File: config.mk
export PLATFORM = sky130hd
export DESIGN_NAME = axi_rd_arbiter
export DESIGN_NICKNAME = d
export VERILOG_FILES = /design/src/rtl/axi_rd_arbiter.sv
export SDC_FILE = /design/constraint.sdc
export NUM_CORES = 1
export LEC_CHECK = 0
export CORE_ASPECT_RATIO = 0.75
export CORE_MARGIN = 10
export CORE_UTILIZATION = 31
export CTS_CLUSTER_DIAMETER = 120
export DETAILED_ROUTE_END_ITERATION = 6
export PLACE_DENSITY = 0.88
export RECOVER_POWER = 50
export SETUP_SLACK_MARGIN = 0.05
export SYNTH_ARGS = -nofsm -noshare
export SYNTH_HDL_FRONTEND = slang
export SYNTH_SLANG_ARGS = --single-unit
File: constraint.sdc
create_clock -name clk -period 1.7 [get_ports clk]
set_input_delay 0.34 -clock clk [delete_from_list [all_inputs] [get_ports clk]]
set_output_delay 0.34 -clock clk [all_outputs]
set_load 0.05 [all_outputs]
File: src/rtl/axi_rd_arbiter.sv
// Single-outstanding AXI3 read arbiter sharing one read port between I-cache and D-cache refills.
// Optional BEAT_CHK_EN adds a sticky beat_err flag comparing bus rlast against the expected beat count.
module axi_rd_arbiter #(
  parameter int unsigned ADDR_W = 32,
  parameter int unsigned DATA_W = 32,
  parameter logic [2:0]  ISIZE  = 3'b010
) (
  input  logic              clk,
  input  logic              resetn,
  // I-cache refill port
  input  logic [ADDR_W-1:0] i_araddr,
  input  logic [3:0]        i_arlen,
  input  logic              i_arvalid,
  output logic              i_arready,
  output logic [DATA_W-1:0] i_rdata,
  output logic              i_rlast,
  output logic              i_rvalid,
  input  logic              i_rready,
  // D-cache refill port
  input  logic [ADDR_W-1:0] d_araddr,
  input  logic [3:0]        d_arlen,
  input  logic [2:0]        d_arsize,
  input  logic              d_arvalid,
  output logic              d_arready,
  output logic [DATA_W-1:0] d_rdata,
  output logic              d_rlast,
  output logic              d_rvalid,
  input  logic              d_rready,
  // AXI3 read address channel
  output logic [3:0]        arid,
  output logic [ADDR_W-1:0] araddr,
  output logic [3:0]        arlen,
  output logic [2:0]        arsize,
  output logic [1:0]        arburst,
  output logic [1:0]        arlock,
  output logic [3:0]        arcache,
  output logic [2:0]        arprot,
  output logic              arvalid,
  input  logic              arready,
  // AXI3 read data channel
  input  logic [3:0]        rid,
  input  logic [DATA_W-1:0] rdata,
  input  logic [1:0]        rresp,
  input  logic              rlast,
  input  logic              rvalid,
  output logic              rready,
  output logic              busy
`ifdef BEAT_CHK_EN
  ,
  output logic              beat_err
`endif
);

  localparam int unsigned LEN_W  = 4;
  localparam int unsigned SIZE_W = 3;
  localparam int unsigned ID_W   = 4;

  typedef enum logic [1:0] {
    IDLE = 2'd0,
    ADDR = 2'd1,
    DATA = 2'd2
  } state_t;

  state_t state;
  state_t state_nxt;

  logic owner;      // 1 = D-cache owns the current burst
  logic grant_d;
  logic grant_i;
  logic r_hs;
  logic in_data;

  // Routing never depends on rid/rresp; keep them visibly consumed.
  logic unused_rsp;
  assign unused_rsp = ^{rid, rresp};

  // Constant address-channel attributes.
  assign arid    = {(ID_W-1)'(0), owner};
  assign arburst = 2'b01;
  assign arlock  = 2'b00;
  assign arcache = 4'b0000;
  assign arprot  = 3'b000;

  always_ff @(posedge clk) begin
    if (!resetn) begin
      state <= IDLE;
    end else begin
      state <= state_nxt;
    end
  end

  // Next state, handshakes and bus control; D-cache has fixed priority.
  always_comb begin
    state_nxt = state;
    i_arready = 1'b0;
    d_arready = 1'b0;
    grant_d   = 1'b0;
    grant_i   = 1'b0;
    arvalid   = 1'b0;
    rready    = 1'b0;
    r_hs      = 1'b0;
    busy      = 1'b1;
    case (state)
      IDLE: begin
        busy = 1'b0;
        if (d_arvalid) begin
          d_arready = 1'b1;
          grant_d   = 1'b1;
          state_nxt = ADDR;
        end else if (i_arvalid) begin
          i_arready = 1'b1;
          grant_i   = 1'b1;
          state_nxt = ADDR;
        end
      end
      ADDR: begin
        arvalid = 1'b1;
        if (arready) begin
          state_nxt = DATA;
        end
      end
      DATA: begin
        rready = owner ? d_rready : i_rready;
        r_hs   = rvalid & rready;
        if (r_hs && rlast) begin
          state_nxt = IDLE;
        end
      end
      default: begin
        state_nxt = IDLE;
      end
    endcase
  end

  // Capture the winner's request fields on the grant edge.
  always_ff @(posedge clk) begin
    if (!resetn) begin
      araddr <= '0;
      arlen  <= '0;
      arsize <= '0;
      owner  <= 1'b0;
    end else if (grant_d) begin
      araddr <= d_araddr;
      arlen  <= d_arlen;
      arsize <= d_arsize;
      owner  <= 1'b1;
    end else if (grant_i) begin
      araddr <= i_araddr;
      arlen  <= i_arlen;
      arsize <= ISIZE;
      owner  <= 1'b0;
    end
  end

  // R channel steering: only the owner sees beats, and only during DATA.
  assign in_data = (state == DATA);

  always_comb begin
    i_rvalid = 1'b0;
    i_rlast  = 1'b0;
    i_rdata  = '0;
    d_rvalid = 1'b0;
    d_rlast  = 1'b0;
    d_rdata  = '0;
    if (in_data) begin
      if (owner) begin
        d_rvalid = rvalid;
        d_rlast  = rlast;
        d_rdata  = rdata;
      end else begin
        i_rvalid = rvalid;
        i_rlast  = rlast;
        i_rdata  = rdata;
      end
    end
  end

`ifdef BEAT_CHK_EN
  logic [LEN_W-1:0] beat_cnt;

  // Beat counter restarts on address acceptance; beat_err is sticky until reset.
  always_ff @(posedge clk) begin
    if (!resetn) begin
      beat_cnt <= '0;
      beat_err <= 1'b0;
    end else begin
      if ((state == ADDR) && arready) begin
        beat_cnt <= '0;
      end else if (r_hs) begin
        beat_cnt <= beat_cnt + LEN_W'(1);
      end
      if (r_hs && (rlast != (beat_cnt == arlen))) begin
        beat_err <= 1'b1;
      end
    end
  end
`else
  logic [SIZE_W-1:0] unused_size;
  assign unused_size = '0;
`endif

endmodule

==> results.ini, run 1 <==
[placement]
dp_hpwl_um = 10570
io_buffer_count = 228
placed_cell_area_um2 = 5748
post-place-ws_ns = -0.05622
place.gp.congestion = 0.8020

[timing]
slew_headroom_pct = 55.22
finalSetupTns_ns = -3.649
hold_viol = 0
setup_viol = 69
rsz0062_at_grt = yes
fin_skew_ns = 0.007495
period_share_pct = 105.4
max_freq_mhz = 558.3
min_period_ns = 1.791
fin_ws_ns = -0.09117
slew_violations = 0
tightestPinTransition_ns = 0.6746

[finish]
design_area_um2 = 5954
fillers = 634
area_delta_synth_final_pct = 124.2
drive_above_1_share_pct = 33.57
final_net_count = 682
antennaDiodeCount = 0

[clocking]
htreeDepth = 2
hold_buffers = 0
clkSinkCount = 42
clock-root-buffer = clkbuf_16
cts.clk_slew.worst_paths_ns = 0.06
cts_buffers = 5
cts_tree = built
clkLatencyLatePin_ns = 0.28
cts_buffer_depth = 2

[worst_setup_path]
startpoint_type = register
critPathKind = register to output pin
max_stage_delay_ns = 0.32
cp_max_fo = 8
cp-end-kind = output pin
crit_path_cell_trace = nand2b_4, nor2_4, buf_6, clkbuf_16, and2_4, buf_12
cp_data_required_time_ns = 1.36
crit_slowest_cell = dfxtp_2
cp_data_arrival_time_ns = 1.45

[detailed_routing]
via_count = 3231
vias_per_cell = 4.837
postRouteWirelength_um = 13530
drc = 0
ant_nets = 0
drtIter0Drc = 176
firstDrtPassIters = 4
wl_per_cell_um = 20.26

[synthesis]
syn_area_per_cell_um2 = 7.977
synth_cells = 333
synth_seq_cells = 42
synthesis.area_um2 = 2656
synth_warnings = 0
yosysSeqAreaShare_pct = 31.65
synth_cell_types = 27

[die]
core_um2 = 8418
ios = 249
die-area_um2 = 12710
die_w_um = 126.9
die_height_um = 100.2
initial_utilization_pct = 31.55
placementRows = 29

[run_status]
violations = negative setup slack
status = complete, but fails checks

[power_and_ir_drop]
power_leakage_nw = 2.402
power_w = 0.003865
max-vdd-ir-drop_uv = 469.1
p_per_area_nw_per_um2 = 649.1

[global_route]
grt_pass1_vias = 3437
grt_pass1_wl_um = 19580
antenna_found_initial = 0
grt_start_max_net_pins = 67
grt.total_usage_pct = 18.96
grt-ovfl-total = 0

[min_path]
min_path_type = register to register

[run]
cap_violations = 0

## cells in the final DEF (no fill, tap or decap), drive strengths merged, types with 14 or more instances in the layout
| master | synthesis | final |
|---|---|---|
| clkdlybuf4s50 | 0 | 112 |
| buf | 32 | 96 |
| and2 | 68 | 68 |
| clkbuf | 14 | 50 |
| dfxtp | 42 | 42 |
| nor2 | 40 | 40 |
| a21oi | 36 | 36 |
| o221a | 35 | 35 |
| nor2b | 31 | 31 |
| conb | 2 | 14 |
## Yosys cell counts, drive strengths merged
cell type / count / area, um^2
and3b: 2 / 17.52
a21oi: 36 / 180.2
a21o: 1 / 7.510
nand2b: 3 / 18.77
buf: 32 / 211.5
o32ai: 1 / 8.760
a2bb2oi: 3 / 26.28
clkbuf: 14 / 52.55
nor2: 40 / 165.2
o22ai: 2 / 12.51
o21ai: 2 / 10.01
inv: 8 / 30.03
o221a: 35 / 394.1
nand3: 2 / 10.01
conb: 2 / 7.510
nand2: 7 / 26.28
o21a: 1 / 7.510
and2: 68 / 425.4
mux2i: 1 / 10.01
dfxtp: 42 / 840.8
nor2b: 31 / 193.9
## state kept, by name (all words and copies together), names as in the netlist
name / cells
arsize: 3
owner: 1
araddr: 32
state: 2
arlen: 4
## worst paths after layout
check | slack (ns) | start | cells past startpoint | end
setup / recovery | -0.09 | state[0]$_SDFFE_PN0P_ | 6 | d_rdata[25]
hold reg to reg | 0.49 | arlen[2]$_SDFFE_PN0P_ | 2 | arlen[2]$_SDFFE_PN0P_
setup reg to reg | 0.31 | state[0]$_SDFFE_PN0P_ | 6 | araddr[2]$_SDFFE_PN0P_
hold / removal | 0.49 | arlen[2]$_SDFFE_PN0P_ | 2 | arlen[2]$_SDFFE_PN0P_
## per-layer routing
layer / global-route usage [%] / vias to the layer above / routed length, um
li1: - / 1555 / -
met3: 7.636 / 20 / 1099
met4: 3.755 / 0 / 243
met1: 20.09 / 1516 / 5124
met2: 34.83 / 140 / 7065
met5: 0 / - / 0
## critical path, delay by kind of cell (launching register included)
family | cells | cell delay [ns]
simple gates | 3 | 0.43
buf+inv | 3 | 0.43
flops | 1 | 0.32
## per-stage QoR
stage / hold slack (ns) / cells / util (%)
floorplan: 0.4931 / 345 / -
global placement: 0.4557 / 651 / 68.28
detailed placement: 0.4654 / 651 / 68.28
CTS: 0.4740 / 666 / 71.72
global route: 0.5046 / 668 / 70.73
finish: 0.4914 / 668 / 70.73
## layout make-up
class / instances / area [um^2] / area share, %
timing repair buffer: 254 / 3074 / 51.63
multi-input combinational: 249 / 1727 / 29.00
sequential: 42 / 849.6 / 14.27
tap: 108 / 135.1 / 2.269
clock buffer: 6 / 128.9 / 2.164
inverter: 8 / 32.53 / 0.5463
clock inverter: 1 / 7.507 / 0.1261
## power breakdown
part,total (W),switching [W],internal (W)
Sequential,0.00118,0.0000690,0.00111
Combinational,0.00179,0.00108,0.000706
Clock,0.000904,0.000368,0.000536
Total,0.00386,0.00152,0.00235
## logic make-up after synthesis
group	synth area share (%)
AOI/OAI and AO/OA	24.35
other	0.2827
buffers and inverters	11.07
muxes	0.3768
DFF	31.65
and+or+nand+nor	32.27
## timing repair
item	CTS	global route
pin swaps	5	18
buffers inserted	7	0
cloned	1	2
gates resized for setup	44	11
hold endpoints to repair	0	0
setup endpoints to repair	69	72
(Power assumes the default switching activity.)
==> run 2: changes to the inputs <==
- CORE_UTILIZATION: 31 -> 40
- DONT_BUFFER_PORTS: not set -> 1
- PLACE_DENSITY: 0.88 -> 0.6
==> results.ini, run 2 (same netlist as run 1, synthesis figures left out) <==
[run]
cap_violations = 0  ; unchanged

[finish]
layout_commonest_cell = and2_4
area_delta_synth_final_pct = 43.90
stdcell_count = 441  ; -34%
antennaDiodeCount = 0  ; unchanged
layout_common_cells = and2_4 (57), dfxtp_1 (39), buf_12 (39), a21oi_1 (36), o221a_1 (35)
drive_above_1_share_pct = 39.44  ; +5.9 points
design_area_um2 = 3822  ; -36%
seq_area_um2 = 849.6  ; unchanged
fillers = 525  ; -17%
reg.largest.list = araddr: 32 flops, arlen: 4 flops, arsize: 3 flops
final_net_count = 482  ; -29%
largest_register_ffs = 32  ; unchanged
top_register = araddr
multi_input_comb_area_um2 = 1755  ; +1.7%

[detailed_routing]
postRouteWirelength_um = 10550  ; -22%
firstDrtPassIters = 4  ; unchanged
wl_per_cell_um = 23.92  ; +18%
drc = 0  ; unchanged
vias_per_cell = 5.465  ; +13%
ant_nets = 0  ; unchanged
via_count = 2410  ; -25%
drtIter0Drc = 109  ; -38%

[die]
die-area_um2 = 10330  ; -19%
die_height_um = 90.58  ; -9.6%
ios = 249  ; unchanged
die_w_um = 114.1  ; -10%
placementRows = 25  ; -14%
initial_utilization_pct = 41.63  ; +10 points
core_um2 = 6381  ; -24%

[timing]
max_freq_mhz = 556.5  ; -0.32%
tightestPinTransition_ns = 0.5802  ; -0.09444 ns
min_period_ns = 1.797  ; +0.005719 ns
fin_ws_ns = -0.09689  ; -0.005719 ns
hold_viol = 0  ; unchanged
rsz0062_at_grt = yes
fin_skew_ns = 0.004589  ; -0.002906 ns
slew_violations = 0  ; unchanged
setup_viol = 68  ; -1.4%
slew_headroom_pct = 61.27  ; +6.1 points
period_share_pct = 105.7  ; +0.34 points
finalSetupTns_ns = -4.303  ; -0.6540 ns

[clocking]
cts_buffers = 5  ; unchanged
cts_tree = built
hold_buffers = 0  ; unchanged
clkSinkCount = 42  ; unchanged
clock-root-buffer = clkbuf_8
clkLatencyLatePin_ns = 0.28  ; about the same
htreeDepth = 2  ; unchanged
cts_buffer_depth = 2  ; unchanged
cts.clk_slew.worst_paths_ns = 0.07  ; about the same

[power_and_ir_drop]
max-vdd-ir-drop_uv = 379.6  ; -19%
power_leakage_nw = 1.550  ; -35%
p_per_area_nw_per_um2 = 791.9  ; +22%
power_w = 0.003027  ; -22%

[placement]
post-place-ws_ns = 0.1217  ; +0.1779 ns
dp_hpwl_um = 7737  ; -27%
io_buffer_count = 0  ; -100%
placed_cell_area_um2 = 3450  ; -40%
place.gp.congestion = 0.7368  ; -8.1%
place_inst = 425  ; -35%

[worst_setup_path]
cp_max_fo = 17  ; +9
cp_data_arrival_time_ns = 1.46  ; about the same
critPathKind = register to output pin
startpoint_type = register
cp-end-kind = output pin
cp_data_required_time_ns = 1.36  ; about the same

[run_status]
status = complete, but fails checks
violations = negative setup slack

[min_path]
min_path_type = primary input to register

[global_route]
grt_pass1_vias = 2486  ; -28%
grt_start_max_net_pins = 76  ; +13%
grt-ovfl-total = 0  ; unchanged
grt.total_usage_pct = 17.93  ; -1.0 points
grt_pass1_wl_um = 15060  ; -23%
antenna_found_initial = 0  ; unchanged

[run 2: per-layer routing]
layer | global-route usage, % | vias to the layer above | share of wire [%] | wire length [um]
li1 | - | 1152 | - | -
met1 | 19.46 | 1137 | 38 | 3978
met2 | 31.58 | 117 | 51 | 5394
met3 | 7.769 | 4 | 10 | 1098
met4 | 3.333 | 0 | 0.72 | 76
met5 | 0 | - | 0 | 0
[run 2: final timing paths]
check	end	slack (ns)	startpoint	depth (start not counted)
worst max-delay path	i_rvalid	-0.1	state[0]$_SDFFE_PN0P_	5
worst min-delay path	state[0]$_SDFFE_PN0P_	0.18	resetn	1
worst max register to register	arsize[2]$_SDFFE_PN0P_	0.35	state[0]$_SDFFE_PN0P_	6
worst min register to register	state[1]$_SDFFE_PN0P_	0.62	state[1]$_SDFFE_PN0P_	2
[run 2: area by class of cell]
cell class              count  area share (%)
clock buffers               6           1.899
clock inverters             1          0.1964
inverters                   8          0.8838
multi-input cells         249           45.92
flip-flops and latches     42           22.23
well taps                  81           2.651
repair buffers             54           26.22
[run 2: repair_timing]
action                                  4_1_cts  5_1_grt
cloned                                        1        4
endpoints found under the setup margin       70       71
setup buffers                                 2        2
pin swaps                                    17       26
gates resized for setup                      64       11
hold endpoints to repair                      0        0
[run 2: power by group]
part	internal [W]	switching (W)
Sequential	0.00110	0.000489
Combinational	0.000338	0.000489
Clock	0.000282	0.000326
[run 2: through the flow]
step | hold WS (ns) | util, %
floorplan | 0.4931 | -
global placement | 0.4652 | 54.06
detailed placement | 0.4689 | 54.06
CTS | 0.1654 | 57.67
global route | 0.1557 | 59.90
finish | 0.1816 | 59.90
[run 2: critical path: stages, from the launching register on]
cell	delay [ns]
dfxtp_2	0.32
nand2b_4	0.17
nor2_4	0.18
clkbuf_16	0.21
and2_4	0.16
buf_12	0.13
==> run 3: changes to the inputs <==
- ABC_AREA: not set -> 1
==> results.ini, run 3 <==
[run_status]
status = complete, but fails checks
violations = negative setup slack

[detailed_routing]
wl_met3_um = 1305  ; +19%
drtIter0Drc = 266  ; +140%
vias_per_cell = 4.975  ; -9.0%
via_count = 3209  ; +33%
highest_layer = met4
postRouteWirelength_um = 12670  ; +20%
firstDrtPassIters = 4  ; unchanged
wl_met2_um = 6937  ; +29%
met1_length_um = 4233  ; +6.4%
ant_nets = 0  ; unchanged
wl_per_cell_um = 19.64  ; -18%
drc = 0  ; unchanged

[finish]
top_register = araddr
layout_commonest_cell = inv_1
post-route-util_pct = 69.96  ; +10 points
drive_above_1_share_pct = 33.87  ; -5.6 points
largest_register_ffs = 32  ; unchanged
reg.largest.list = araddr: 32 flops, arlen: 4 flops, arsize: 3 flops
fillers = 541  ; +3.0%
area_delta_synth_final_pct = 68.88
antennaDiodeCount = 0  ; unchanged
final_net_count = 682  ; +41%
layout_common_cells = inv_1 (111), nand2_1 (85), nand3_1 (72), nor2_4 (61), dfxtp_1 (40)

[timing]
period_share_pct = 114.0  ; +8.3 points
slew_violations = 0  ; unchanged
slew_headroom_pct = 32.27  ; -29 points
fin_ws_ns = -0.2372  ; -0.1403 ns
tightestPinTransition_ns = 1.012  ; +0.4319 ns
whs_ns = 0.1429  ; -0.03873 ns
hold_viol = 0  ; unchanged
fin_skew_ns = 0.006508  ; +0.001919 ns
max_freq_mhz = 516.2  ; -7.2%
rsz0062_at_grt = yes
min_period_ns = 1.937  ; +0.1403 ns
setup_viol = 69  ; +1.5%

[synthesis]
synth.area.top_cells = dfxtp_1 (30%), inv_1 (15%), nand3_1 (13%)
syn_area_per_cell_um2 = 5.860  ; -27%
netlist.area_leader.share_pct = 29.71  ; -1.9 points
synth_common_cells = inv_1 (112), nand2_1 (86), nand3_1 (72), nor2_1 (44), dfxtp_1 (42)
yosysSeqAreaShare_pct = 29.71  ; -1.9 points
synth_ff_type = dfxtp_1
synth_cells = 483  ; +45%
synth_largest_area_cell = dfxtp_1
synth.most_common_cell = inv_1
synth_cell_types = 20  ; -26%
synthesis.area_um2 = 2830  ; +6.5%
synth_seq_cells = 42  ; unchanged
synth_warnings = 0  ; unchanged
synth-edff-count = 0  ; unchanged
synth_async_sr_flop_share_pct = 0  ; unchanged

[global_route]
grt-ovfl-total = 0  ; unchanged
antenna_found_initial = 0  ; unchanged
grt_pass1_wl_um = 17180  ; +14%
grt.total_usage_pct = 19.78  ; +1.8 points
grt_pass1_vias = 3187  ; +28%
grt_start_max_net_pins = 41  ; -46%

[die]
core_um2 = 6832  ; +7.1%
placementRows = 26  ; +4.0%
die-area_um2 = 10870  ; +5.2%
ios = 249  ; unchanged
initial_utilization_pct = 41.43  ; -0.20 points
die_w_um = 117.1  ; +2.7%
die_height_um = 92.85  ; +2.5%

[placement]
io_buffer_count = 0  ; unchanged
dp_hpwl_um = 9192  ; +19%
place.gp.congestion = 0.7950  ; +7.9%

[worst_setup_path]
crit_path_cell_trace = inv_2, nor2_4, inv_2, or2_4, clkbuf_16, nor2_2, buf_6
r2r-start = state[0]$_SDFFE_PN0P_
cp_data_arrival_time_ns = 1.60  ; +0.14 ns
max_stage_delay_ns = 0.34  ; +0.02 ns
crit_slowest_cell = dfxtp_2
cp-end-kind = output pin
critPathKind = register to output pin
cp_data_required_time_ns = 1.36  ; about the same
startpoint_type = register
cp_max_fo = 8  ; -9
cp_common_cell = inv_2
startpoint = state[1]$_SDFFE_PN0P_

[clocking]
cts_tree = built
hold_buffers = 0  ; unchanged
cts_buffer_depth = 2  ; unchanged
cts.clk_slew.worst_paths_ns = 0.09  ; +0.02 ns
clkSinkCount = 42  ; unchanged
htreeDepth = 2  ; unchanged
clkLatencyLatePin_ns = 0.29  ; about the same
cts_buffers = 5  ; unchanged
clock-root-buffer = clkbuf_8

[run]
cap_violations = 0  ; unchanged

[power_and_ir_drop]
p_per_area_nw_per_um2 = 688.3  ; -13%
max-vdd-ir-drop_uv = 410.7  ; +8.2%
power_leakage_nw = 2.305  ; +49%

[min_path]
min_path_type = primary input to register
hold_path.startpoint = resetn

## run 3: cell type report
cell class	instances	area, um^2	area share, %
Tap cell	84	105.1	2.199
Multi-Input combinational cell	296	1797	37.59
Sequential cell	42	845.8	17.70
Clock buffer	6	72.57	1.518
Clock inverter	2	13.76	0.2880
Timing Repair Buffer	101	1518	31.75
Inverter	114	427.9	8.953
## run 3: layer usage
metal / vias up / global-route usage [%]
li1: 1559 / -
met5: - / 0
met1: 1485 / 20.01
met4: 0 / 4.209
met3: 16 / 8.446
met2: 149 / 36.75
## run 3: path summary, 6_finish.rpt
check	to	slack, ns	depth (start not counted)
setup / recovery	i_rdata[27]	-0.24	7
hold / removal	arlen[2]$_SDFFE_PN0P_	0.14	2
setup reg to reg	arlen[1]$_SDFFE_PN0P_	0.18	8
hold reg to reg	owner$_SDFFE_PN0P_	0.54	2
## run 3: power breakdown
group	internal (W)	leakage, nW	total, W	switching [W]
registers	0.00109	0.348	0.00153	0.000435
clock network	0.000290	0.0452	0.000646	0.000356
logic	0.000373	1.91	0.00112	0.000743
total	0.00176	2.30	0.00329	0.00153
## run 3: through the flow
stage	instances	TNS, ns	setup slack, ns	cell area (um^2)	total power (W)
3_3_place_gp	625	0	0.08288	4118	0.002507
5_1_grt	645	-16.75	-0.3003	4780	0.003464
4_1_cts	639	-8.160	-0.2113	4512	0.003251
3_5_place_dp	625	0	0.06002	4118	0.002533
2_1_floorplan	495	-1.777	-0.06596	3148	0.002293
6_report	645	-11.95	-0.2372	4780	0.003290
## run 3: cells by family after synthesis
kind of cell,after synthesis,share of synthesized area [%]
flip-flops,42,29.71
AO/OA/AOI/OAI,42,7.427
other,2,0.2654
buffers and inverters,158,24.27
AND/OR/NAND/NOR,239,38.33
## run 3: worst max-delay path, delay by kind of cell, from the launching register on
family	cells	cell delay [ns]
AND/OR/NAND/NOR	3	0.50
flip-flops	1	0.34
buffers and inverters	4	0.47
## run 3: what timing repair did
action,in CTS,in global routing
cloned,2,4
buffers inserted,4,3
gates resized for setup,60,42
pin swaps,4,15
endpoints found under the setup margin,71,72
